==> config.mk <==
export PLATFORM = sky130hd
export DESIGN_NAME = tetris_input_ctrl_flat
export DESIGN_NICKNAME = d
export VERILOG_FILES = /design/src/rtl/tetris_input_pkg.sv /design/src/rtl/tetris_input_ctrl_if.sv /design/src/rtl/ps2_code_parser.sv /design/src/rtl/tetris_input_ctrl.sv /design/src/flat_wrapper.sv
export SDC_FILE = /design/constraint.sdc
export NUM_CORES = 1
export LEC_CHECK = 0
export ABC_AREA = 1
export CAP_MARGIN = 10
export CORE_ASPECT_RATIO = 2
export CORE_UTILIZATION = 50
export DETAILED_ROUTE_END_ITERATION = 16
export PLACE_DENSITY = 0.72
export RECOVER_POWER = 100
export SLEW_MARGIN = 5
export SYNTH_ARGS = -nofsm -noshare
export SYNTH_HDL_FRONTEND = slang
export SYNTH_SLANG_ARGS = --single-unit
==> constraint.sdc <==
create_clock -name clk -period 1.7 [get_ports clk]
set_input_delay 0.34 -clock clk [delete_from_list [all_inputs] [get_ports clk]]
set_output_delay 0.34 -clock clk [all_outputs]
set_load 0.03 [all_outputs]
==> src/rtl/tetris_input_pkg.sv <==
// Shared definitions for the Tetris input controller: command encoding,
// key indices, PS/2 scan codes, and small decode/priority helpers.
package tetris_input_pkg;

  typedef enum logic [2:0] {
    CMD_NONE   = 3'd0,
    CMD_LEFT   = 3'd1,
    CMD_RIGHT  = 3'd2,
    CMD_DOWN   = 3'd3,
    CMD_ROTATE = 3'd4,
    CMD_DROP   = 3'd5
  } cmd_e;

  // Key index = bit position in the held/pending maps; command code = index + 1.
  localparam logic [2:0] KEY_LEFT   = 3'd0;
  localparam logic [2:0] KEY_RIGHT  = 3'd1;
  localparam logic [2:0] KEY_DOWN   = 3'd2;
  localparam logic [2:0] KEY_ROTATE = 3'd3;
  localparam logic [2:0] KEY_DROP   = 3'd4;

  localparam logic [7:0] SC_EXT   = 8'hE0;
  localparam logic [7:0] SC_BRK   = 8'hF0;
  localparam logic [7:0] SC_LEFT  = 8'h6B;
  localparam logic [7:0] SC_RIGHT = 8'h74;
  localparam logic [7:0] SC_DOWN  = 8'h72;
  localparam logic [7:0] SC_UP    = 8'h75;
  localparam logic [7:0] SC_SPACE = 8'h29;

  typedef enum logic [1:0] {
    PS_IDLE,
    PS_EXT,
    PS_BRK,
    PS_EXT_BRK
  } parse_state_e;

  typedef struct packed {
    logic       hit;
    logic [2:0] idx;
  } key_sel_t;

  // Arrow keys only count with the E0 prefix; space only without it.
  function automatic key_sel_t decode_key(input logic ext, input logic [7:0] code);
    key_sel_t r;
    r = '{hit: 1'b0, idx: KEY_LEFT};
    if (ext) begin
      case (code)
        SC_LEFT:  r = '{hit: 1'b1, idx: KEY_LEFT};
        SC_RIGHT: r = '{hit: 1'b1, idx: KEY_RIGHT};
        SC_DOWN:  r = '{hit: 1'b1, idx: KEY_DOWN};
        SC_UP:    r = '{hit: 1'b1, idx: KEY_ROTATE};
        default:  r = '{hit: 1'b0, idx: KEY_LEFT};
      endcase
    end else if (code == SC_SPACE) begin
      r = '{hit: 1'b1, idx: KEY_DROP};
    end
    return r;
  endfunction

  function automatic logic [4:0] key_bit(input logic [2:0] idx);
    return 5'b00001 << idx;
  endfunction

  // Fixed priority DROP > ROTATE > LEFT > RIGHT > DOWN.
  function automatic key_sel_t pick_pending(input logic [4:0] pend);
    key_sel_t r;
    r = '{hit: 1'b0, idx: KEY_LEFT};
    if      (pend[KEY_DROP])   r = '{hit: 1'b1, idx: KEY_DROP};
    else if (pend[KEY_ROTATE]) r = '{hit: 1'b1, idx: KEY_ROTATE};
    else if (pend[KEY_LEFT])   r = '{hit: 1'b1, idx: KEY_LEFT};
    else if (pend[KEY_RIGHT])  r = '{hit: 1'b1, idx: KEY_RIGHT};
    else if (pend[KEY_DOWN])   r = '{hit: 1'b1, idx: KEY_DOWN};
    return r;
  endfunction

endpackage

==> src/rtl/tetris_input_ctrl_if.sv <==
// Byte-in / command-out bundle between PS/2 receiver, controller and game core.
interface tetris_input_ctrl_if;
  logic [7:0] code;
  logic       code_valid;
  logic       cmd_ready;
  logic       cmd_valid;
  logic [2:0] cmd;
  logic [4:0] keys_held;

  modport master (output code, code_valid, cmd_ready, input cmd_valid, cmd, keys_held);
  modport slave  (input code, code_valid, cmd_ready, output cmd_valid, cmd, keys_held);
endinterface

==> src/rtl/ps2_code_parser.sv <==
// Tracks E0/F0 prefixes across scan-code bytes and emits one-cycle make/break
// pulses for recognised game keys.
module ps2_code_parser
  import tetris_input_pkg::*;
(
  input  logic       clk,
  input  logic       rst_n,
  input  logic       code_valid,
  input  logic [7:0] code,
  output logic [2:0] key_idx,
  output logic       make_p,
  output logic       brk_p
);

  parse_state_e state_q, state_d;
  key_sel_t     dec;

  // Prefix state register.
  // NOTE: reset is synchronous, so it lives inside the clocked branch rather than the sensitivity list.
  always_ff @(posedge clk) begin
    if (!rst_n) state_q <= PS_IDLE;
    else        state_q <= state_d;
  end

  // Next-state and decode; pulses only fire on the byte that completes a sequence.
  // NOTE: every output gets a default first so no path leaves a latch behind.
  always_comb begin
    state_d = state_q;
    make_p  = 1'b0;
    brk_p   = 1'b0;
    dec     = decode_key(state_q == PS_EXT || state_q == PS_EXT_BRK, code);
    key_idx = dec.idx;
    if (code_valid) begin
      case (state_q)
        PS_IDLE: begin
          if      (code == SC_EXT) state_d = PS_EXT;
          else if (code == SC_BRK) state_d = PS_BRK;
          else                     make_p  = dec.hit;
        end
        PS_EXT: begin
          if      (code == SC_BRK) state_d = PS_EXT_BRK;
          else if (code == SC_EXT) state_d = PS_EXT;
          else begin
            make_p  = dec.hit;
            state_d = PS_IDLE;
          end
        end
        PS_BRK: begin
          if (code != SC_BRK) begin
            brk_p   = dec.hit;
            state_d = PS_IDLE;
          end
        end
        PS_EXT_BRK: begin
          if (code != SC_BRK && code != SC_EXT) begin
            brk_p   = dec.hit;
            state_d = PS_IDLE;
          end
        end
        default: state_d = PS_IDLE;
      endcase
    end
  end

endmodule

==> src/rtl/tetris_input_ctrl.sv <==
// Turns key make/break events into game commands: held map, one-shot pending
// flags, DAS/ARR auto-repeat for the latest movement key, priority arbiter
// and a registered valid/ready output slot.
module tetris_input_ctrl
  import tetris_input_pkg::*;
#(
  parameter int DAS_CYC = 17_000_000,
  parameter int ARR_CYC = 5_000_000,
  parameter int TW      = 25
) (
  input logic                clk,
  input logic                rst_n,
  tetris_input_ctrl_if.slave bus
);

  localparam logic [TW-1:0] DAS_LOAD = TW'(DAS_CYC - 1);
  localparam logic [TW-1:0] ARR_LOAD = TW'(ARR_CYC - 1);

  logic [2:0]    key_idx;
  logic          make_p, brk_p;

  logic [4:0]    held_q, held_d, pend_q, pend_d;
  logic          rep_vld_q, rep_vld_d;
  logic [2:0]    rep_key_q, rep_key_d;
  logic [TW-1:0] timer_q, timer_d;
  logic          cmd_valid_q, cmd_valid_d;
  logic [2:0]    cmd_q, cmd_d;
  logic          make_new, rep_fire, slot_free;
  key_sel_t      grant;

  ps2_code_parser u_parser (
    .clk        (clk),
    .rst_n      (rst_n),
    .code_valid (bus.code_valid),
    .code       (bus.code),
    .key_idx    (key_idx),
    .make_p     (make_p),
    .brk_p      (brk_p)
  );

  // Next-state for key maps, repeat timer and output slot. Later assignments
  // win: pending sets override the arbiter's clear, a make's reload overrides expiry.
  always_comb begin
    make_new    = make_p && !held_q[key_idx];
    rep_fire    = rep_vld_q && (timer_q == '0);
    slot_free   = !cmd_valid_q || bus.cmd_ready;
    grant       = pick_pending(pend_q);
    held_d      = held_q;
    pend_d      = pend_q;
    rep_vld_d   = rep_vld_q;
    rep_key_d   = rep_key_q;
    timer_d     = timer_q;
    cmd_valid_d = cmd_valid_q;
    cmd_d       = cmd_q;

    if (slot_free) begin
      cmd_valid_d = grant.hit;
      cmd_d       = grant.hit ? (grant.idx + 3'd1) : CMD_NONE;
      if (grant.hit) pend_d = pend_d & ~key_bit(grant.idx);
    end

    if (rep_vld_q) timer_d = rep_fire ? ARR_LOAD : (timer_q - TW'(1));
    if (rep_fire)  pend_d  = pend_d | key_bit(rep_key_q);

    if (make_new) begin
      held_d = held_d | key_bit(key_idx);
      pend_d = pend_d | key_bit(key_idx);
      if (key_idx <= KEY_DOWN) begin
        rep_vld_d = 1'b1;
        rep_key_d = key_idx;
        timer_d   = DAS_LOAD;
      end
    end

    if (brk_p) begin
      held_d = held_d & ~key_bit(key_idx);
      if (rep_vld_q && key_idx == rep_key_q) begin
        rep_vld_d = 1'b0;
        timer_d   = '0;
      end
    end
  end

  // State registers.
  // NOTE: sequential state uses non-blocking assignments so all registers update from pre-edge values.
  always_ff @(posedge clk) begin
    if (!rst_n) begin
      held_q      <= '0;
      pend_q      <= '0;
      rep_vld_q   <= 1'b0;
      rep_key_q   <= KEY_LEFT;
      timer_q     <= '0;
      cmd_valid_q <= 1'b0;
      cmd_q       <= CMD_NONE;
    end else begin
      held_q      <= held_d;
      pend_q      <= pend_d;
      rep_vld_q   <= rep_vld_d;
      rep_key_q   <= rep_key_d;
      timer_q     <= timer_d;
      cmd_valid_q <= cmd_valid_d;
      cmd_q       <= cmd_d;
    end
  end

  assign bus.cmd_valid = cmd_valid_q;
  assign bus.cmd       = cmd_q;
  assign bus.keys_held = held_q;

endmodule
==> src/flat_wrapper.sv <==
// flat-port wrapper written by rule: the top's interface ports become plain ports
module tetris_input_ctrl_flat import tetris_input_pkg::*;
#(
  parameter int DAS_CYC = 17_000_000,
  parameter int ARR_CYC = 5_000_000,
  parameter int TW      = 25
)
  (clk, rst_n, bus_code, bus_code_valid, bus_cmd_ready, bus_cmd_valid, bus_cmd, bus_keys_held);
  tetris_input_ctrl_if bus_i ();
  input logic clk;
  input logic rst_n;
  input wire logic [$bits(bus_i.code)-1:0] bus_code;
  input wire logic [$bits(bus_i.code_valid)-1:0] bus_code_valid;
  input wire logic [$bits(bus_i.cmd_ready)-1:0] bus_cmd_ready;
  output wire logic [$bits(bus_i.cmd_valid)-1:0] bus_cmd_valid;
  output wire logic [$bits(bus_i.cmd)-1:0] bus_cmd;
  output wire logic [$bits(bus_i.keys_held)-1:0] bus_keys_held;
  assign bus_i.code = bus_code;
  assign bus_i.code_valid = bus_code_valid;
  assign bus_i.cmd_ready = bus_cmd_ready;
  assign bus_cmd_valid = bus_i.cmd_valid;
  assign bus_cmd = bus_i.cmd;
  assign bus_keys_held = bus_i.keys_held;
  tetris_input_ctrl #(.DAS_CYC(DAS_CYC), .ARR_CYC(ARR_CYC), .TW(TW)) u_core (.clk(clk), .rst_n(rst_n), .bus(bus_i));
endmodule
After elaboration in Yosys (flattened, before gate mapping)
Cells that the tools add are included.
Widths: inputs -> output; s select.
{"block": "word_totals", "word_cells": 94, "out_inout_bits": 9, "input_bits": 12, "register_bits": 45}
{"block": "op_classes", "bitwise": 7, "n_eq_ne": 16, "magnitude_cmp": 2, "n_shift": 3, "n_mux": 44, "n_addsub": 2, "n_reduce_logical": 12}
{"operator": "$mux 25", "n": 6}
{"operator": "$eq 8x7->1 const B", "n": 4}
{"operator": "$mux 5", "n": 6}
{"operator": "$mux 4", "n": 7}
{"operator": "$logic_not 25->1", "n": 1}
{"operator": "$sub 25x1->25 const B", "n": 1}
{"operator": "$eq 8x8->1 const B", "n": 2}
{"operator": "$ne 8x8->1 const B", "n": 2}
{"operator": "$pmux 4 s4", "n": 1}
{"operator": "$or 5x5->5", "n": 3}
{"operator": "$shl 1x3->5 const A", "n": 3}
{"operator": "$mux 1", "n": 14}
{"operator": "$and 5x5->5", "n": 2}
{"operator": "$mux 2", "n": 5}
{"operator": "$not 5->5", "n": 2}
{"operator": "$eq 8x6->1 const B", "n": 1}
{"operator": "$pmux 2 s4", "n": 1}
{"operator": "$eq 2x2->1 const B", "n": 2}
{"operator": "$logic_and 1x1->1", "n": 4}
{"operator": "$lt 3x4->1 const B", "n": 1}
{"operator": "$pmux 1 s2", "n": 2}
{"operator": "$reduce_and 4->1", "n": 1}
{"operator": "$add 3x1->3 const B", "n": 1}
{"operator": "$bmux 1 s3", "n": 1}
{"operator": "11 further kinds", "n": 13}

Depth between registers and ports, before layout
{"block": "logic_depth", "ltp_word": 14, "ltp_mapped": 12, "mapped_depth_nobuf": 12}

Modules after synthesis
From an unflattened synthesis, not the netlist that was laid out.
{"block": "hier_totals", "cells_unflattened": 430, "area_unflattened_um2": 2807.7}
{"module": "tetris_input_ctrl", "seq_area_each_um2": 860.8, "instances": 1, "cells_each": 367, "area_each_um2": 2453.6}
{"module": "ps2_code_parser", "seq_area_each_um2": 40.0, "instances": 1, "cells_each": 63, "area_each_um2": 354.1}

Worst setup path after synthesis
Ideal clock, no wire load.
{"block": "synth_path", "kind": "register -> register", "startpoint": "reg u_core.timer_q[0]", "endpoint": "reg u_core.timer_q[20]", "arrival_ns": 1.593, "period_less_slack_ns": 1.659, "t_required_ns": 1.634, "setup_slack_ns": 0.041, "n_path_buf": 0, "setup_ns": 0.066, "path_stages_with_launch": 12, "path_cell_list": "dfxtp_1 > inv_1 > ha_1 > nand3_1 > nor2_2 > inv_1 > nor2_2 > inv_2 > nor3_1 > xor2_1 > inv_1 > nor2_1"}
{"block": "synth_via", "elab_chain_len": 8}
{"item": "start: declaration", "line": "tetris_input_ctrl.sv:25", "rtl": "logic [TW-1:0] timer_q, timer_d;"}
{"item": "start signal: assignment", "line": "tetris_input_ctrl.sv:100", "rtl": "timer_q <= timer_d;"}
{"item": "branches (longest 2 deep; another with $sub 25x1->25)"}
{"item": "$mux 25 * (2 in a row)", "line": "tetris_input_ctrl.sv:62", "rtl": "if (rep_vld_q) timer_d = rep_fire ? ARR_LOAD : (timer_q - TW'(1));"}
{"item": "$mux 25", "line": "tetris_input_ctrl.sv:68", "rtl": "if (key_idx <= KEY_DOWN) begin"}
{"item": "$mux 25 *", "line": "tetris_input_ctrl.sv:65", "rtl": "if (make_new) begin"}
{"item": "$mux 25", "line": "tetris_input_ctrl.sv:77", "rtl": "if (rep_vld_q && key_idx == rep_key_q) begin"}
{"item": "$mux 25 *", "line": "tetris_input_ctrl.sv:75", "rtl": "if (brk_p) begin"}
Every way passes the cells marked *.
A chain may end at the register's enable or synchronous reset.

Final worst setup path
{"block": "layout_path", "startpoint": "reg u_core.u_parser.state_q[0]", "endpoint": "reg u_core.timer_q[0]"}
{"block": "layout_via", "elab_chain_len": 11}
{"item": "start: declaration", "line": "ps2_code_parser.sv:15", "rtl": "parse_state_e state_q, state_d;"}
{"item": "start signal: assignment", "line": "ps2_code_parser.sv:22", "rtl": "else state_q <= state_d;"}
{"item": "$eq 2x1->1 or $eq 2x2->1 (tied branches)", "line": "ps2_code_parser.sv:31, ps2_code_parser.sv:34"}
{"item": "$logic_or 1x1->1", "line": "ps2_code_parser.sv:31", "rtl": "dec = decode_key(state_q == PS_EXT || state_q == PS_EXT_BRK, code);"}
{"item": "$mux 4", "line": "tetris_input_pkg.sv:45", "rtl": "if (ext) begin"}
{"item": "$mux 1 (on tied branches)", "line": "ps2_code_parser.sv:42, ps2_code_parser.sv:37"}
{"item": "$mux 1 (on tied branches)", "line": "ps2_code_parser.sv:41, ps2_code_parser.sv:36"}
{"item": "$pmux 1 s2", "line": "ps2_code_parser.sv:34", "rtl": "case (state_q)"}
{"item": "$mux 1", "line": "ps2_code_parser.sv:33", "rtl": "if (code_valid) begin"}
{"item": "$logic_and 1x1->1", "line": "tetris_input_ctrl.sv:44", "rtl": "make_new = make_p && !held_q[key_idx];"}
{"item": "$mux 25", "line": "tetris_input_ctrl.sv:65"}
{"item": "$mux 25", "line": "tetris_input_ctrl.sv:77"}
{"item": "$mux 25 *", "line": "tetris_input_ctrl.sv:75"}
Mark *: on every way between the ends. The rest lies on a longest branch, timed or not. The select of a mux whose other input is x is not followed.

==> flow_summary.json <==
{
  "outcome": "completed",
  "max_clock_freq_ghz": 0.5923,
  "p_per_area_nw_per_um2": 533.7,
  "post_synth_most_frequent_cells": "nand2_1, nor2_1, inv_1",
  "worst_slew_pin_slew_ns": 0.3841,
  "synth_largest_area_cell": "dfxtp_1",
  "total_power_w": 0.002143,
  "timing.hold.worst_path_depth": 2,
  "postSynthNetCount": 460,
  "synth_area_leaders": "dfxtp_1, nand2_1, nor2_1",
  "final_net_count": 552,
  "detailedPlacementHpwl_um": 6355,
  "setup.worst_path.start_class": "register",
  "insertion_delay_ns": 0.31,
  "finClkSkew_ns": 0.008711,
  "predominant_post_synthesis_flop_cell": "dfxtp_1",
  "async_reset_ff_frac": 0,
  "design.die.area_um2": 6025,
  "post-synth-top-count-cell": "nand2_1",
  "drive_gt1_frac": 0.3153,
  "firstDrtPassIters": 4,
  "path_max_fanout": 7,
  "route.detailed.wl_per_inst_um": 14.61,
  "synth_seq_area_share": 0.3161,
  "setup_ws_ns": 0.01154,
  "synth-seq-cells": 45,
  "final_antenna_net_count": 0,
  "area.sequential_um2": 904.6,
  "yosys_warnings": 0,
  "areaGrowthSynthToFinish_pct": 40.87,
  "crit-reg2reg-capture": "u_core.timer_q[0]$_SDFF_PN0_",
  "holdCritPathClass": "reg2reg",
  "critPathCaptureType": "register",
  "post_layout_min_period_ns": 1.688,
  "critical-path-max-stage-delay_ns": 0.35,
  "die_w_um": 55.39,
  "clock-sinks": 45,
  "highest_delay_cell_along_the_critical_path": "dfxtp_2",
  "netlist-cell-type-count": 36,
  "multi_input_comb_area_um2": 1961,
  "final_worst_path_period_share": 0.9932,
  "reg2reg_from": "u_core.u_parser.state_q[0]$_SDFFE_PN0P_",
  "dp_slack_ns": -0.6578,
  "groute.usage.overall": 0.2902,
  "worst_hold_startpoint": "u_core.bus.keys_held[2]$_SDFF_PN0_",
  "reg2reg_setup_slack_ns": 0.01,
  "critPathTopFamily": "simple AND/OR/NAND/NOR gates",
  "post_synth_inst_count": 443,
  "hold_viol": 0,
  "cp_data_required_time_ns": 1.94,
  "port_buffers": 20,
  "global_route_overflow": 0,
  "avgSynthCellArea_um2": 6.434,
  "cp_num_buf_inv": 2,
  "fillers": 451,
  "leakage_power_of_the_design_nw": 1.888,
  "routed_wl_um": 8708,
  "critical_path_arrival_ns": 1.93,
  "maxCapViolations": 0,
  "vias_per_cell": 5.513,
  "ctsLongestPathBuffers": 2,
  "slew_violations": 0,
  "cts_max_level": 2,
  "critical_path.cell_chain": "buf_4, nor3_4, nand2_2, nand2_4, nor2_4, nor2_8, nand3_4, buf_6, a21oi_1",
  "fin_worst_hold_slack_ns": 0.4784,
  "setup.worst_path.class": "reg2reg",
  "finalSetupViolations": 0,
  "slew_headroom": 0.7419,
  "chipHeight_um": 108.8,
  "placeableCoreArea_um2": 5468,
  "num_vias": 3286,
  "drt_iter0_drc": 95,
  "placementRows": 38,
  "antenna_found_initial": 0,
  "grt_pass1_wl_um": 13530,
  "timing.reg2reg.worst_path_depth": 9,
  "worstHoldEndpoint": "u_core.bus.keys_held[2]$_SDFF_PN0_",
  "cts_tree": "done",
  "antennaDiodeCount": 0,
  "cts-buffers-inserted": 5,
  "largest_net_degree_at_the_start_of_global_routing": 15,
  "path_clk_slew_ns": 0.09,
  "synth-edff-count": 0,
  "drc": 0,
  "boundaryPins": 21,
  "clock-root-buffer": "clkbuf_8",
  "grt_pass1_vias": 3248,
  "initial_standard_cell_utilization_of_the_core": 0.5213,
  "vdd.ir_drop.worst_v": 0.0006190,
  "place.gp.congestion": 0.9006,
  "netlist_area_um2": 2850,
  "share_of_the_synthesized_area_in_the_top_cell_type": 0.3161,
  "setup_repair_after_global_routing_missed_its_margin": "true"
}
[worst register-to-register path: cells and delay by family, from the launching register on]
kind | cells | cell delay, ns
AOI/OAI and AO/OA | 1 | 0.11
and+or+nand+nor | 6 | 0.83
DFF | 1 | 0.35
buffers and inverters | 2 | 0.33
[power by group]
group	switching (W)	total (W)	internal (W)
clock	0.000391	0.000833	0.000442
combinational	0.000138	0.000237	0.0000989
sequential	0.0000104	0.00107	0.00106
[registers in the layout, summed over array words and instances, names as in the netlist]
signal                   cells
u_core.bus.cmd               3
u_core.pend_q                5
u_core.bus.keys_held         5
u_core.rep_vld_q             1
u_core.bus.cmd_valid         1
u_core.u_parser.state_q      2
u_core.timer_q              25
u_core.rep_key_q             3
[repair_timing]
action | 4_1_cts | 5_1_grt
endpoints found under the setup margin | 44 | 42
hold buffers | 0 | 0
pin swaps | 9 | 20
cloned | 0 | 1
setup buffers | 1 | 5
gates resized for setup | 45 | 59
[cells in the final DEF, fill, tap and decap left out, types with 10 or more instances in the layout]
cell,synthesis,layout
a21oi_1,35,27
buf_4,3,66
dfxtp_1,45,42
inv_1,53,49
nand2_1,98,92
nand3_1,45,33
nand3_2,1,10
nand4_1,13,13
nor2_1,64,50
nor2_2,5,14
o21ai_0,11,10
[metal layers]
layer | routed length [µm] | GRT usage | part of all wire | vias up
met5 | 0 | 0 | 0 | -
met4 | 737 | 0.2393 | 0.085 | 0
met3 | 250 | 0.04033 | 0.029 | 50
met2 | 4934 | 0.5886 | 0.57 | 104
met1 | 2786 | 0.2347 | 0.32 | 1511
li1 | - | - | - | 1621
[stage by stage]
step	cells	cell area, µm²	TNS (ns)	utilization
2_1_floorplan	443	2850	0	-
3_3_place_gp	581	3575	-19.78	0.6538
3_5_place_dp	581	3575	-22.73	0.6538
4_1_cts	590	3809	-0.03490	0.6966
5_1_grt	596	4015	-1.723	0.7343
6_report	596	4015	0	0.7343
[cell type report]
type / count / share of cell area
clock buffer: 6 / 0.01807
clock inverter: 2 / 0.009660
inverter: 59 / 0.05640
multi-input combinational: 330 / 0.4883
sequential: 45 / 0.2253
tap: 60 / 0.01870
timing repair buffer: 94 / 0.1835
[how the worst max path moves through the flow]
stage | end | depth (start not counted) | startpoint | slack (ns)
detailed placement | u_core.timer_q[3]$_SDFF_PN0_ | 10 | bus_code[2] | -0.66
global placement | u_core.timer_q[3]$_SDFF_PN0_ | 10 | bus_code[2] | -0.56
CTS | u_core.timer_q[16]$_SDFF_PN0_ | 9 | u_core.u_parser.state_q[0]$_SDFFE_PN0P_ | -0.02
floorplan | u_core.timer_q[20]$_SDFF_PN0_ | 11 | u_core.timer_q[0]$_SDFF_PN0_ | 0.04
global route | u_core.timer_q[5]$_SDFF_PN0_ | 11 | u_core.timer_q[0]$_SDFF_PN0_ | -0.11
finish | u_core.timer_q[0]$_SDFF_PN0_ | 9 | u_core.u_parser.state_q[0]$_SDFFE_PN0P_ | 0.01
[cells by family after synthesis]
kind of cell / Yosys count / synth area share
buf+inv: 68 / 0.09657
flops: 45 / 0.3161
compound gates: 59 / 0.1168
xor+xnor: 13 / 0.03995
fa+ha+maj: 5 / 0.02195
simple gates: 253 / 0.4087
No activity file was read; power rests on OpenSTA's default activity.
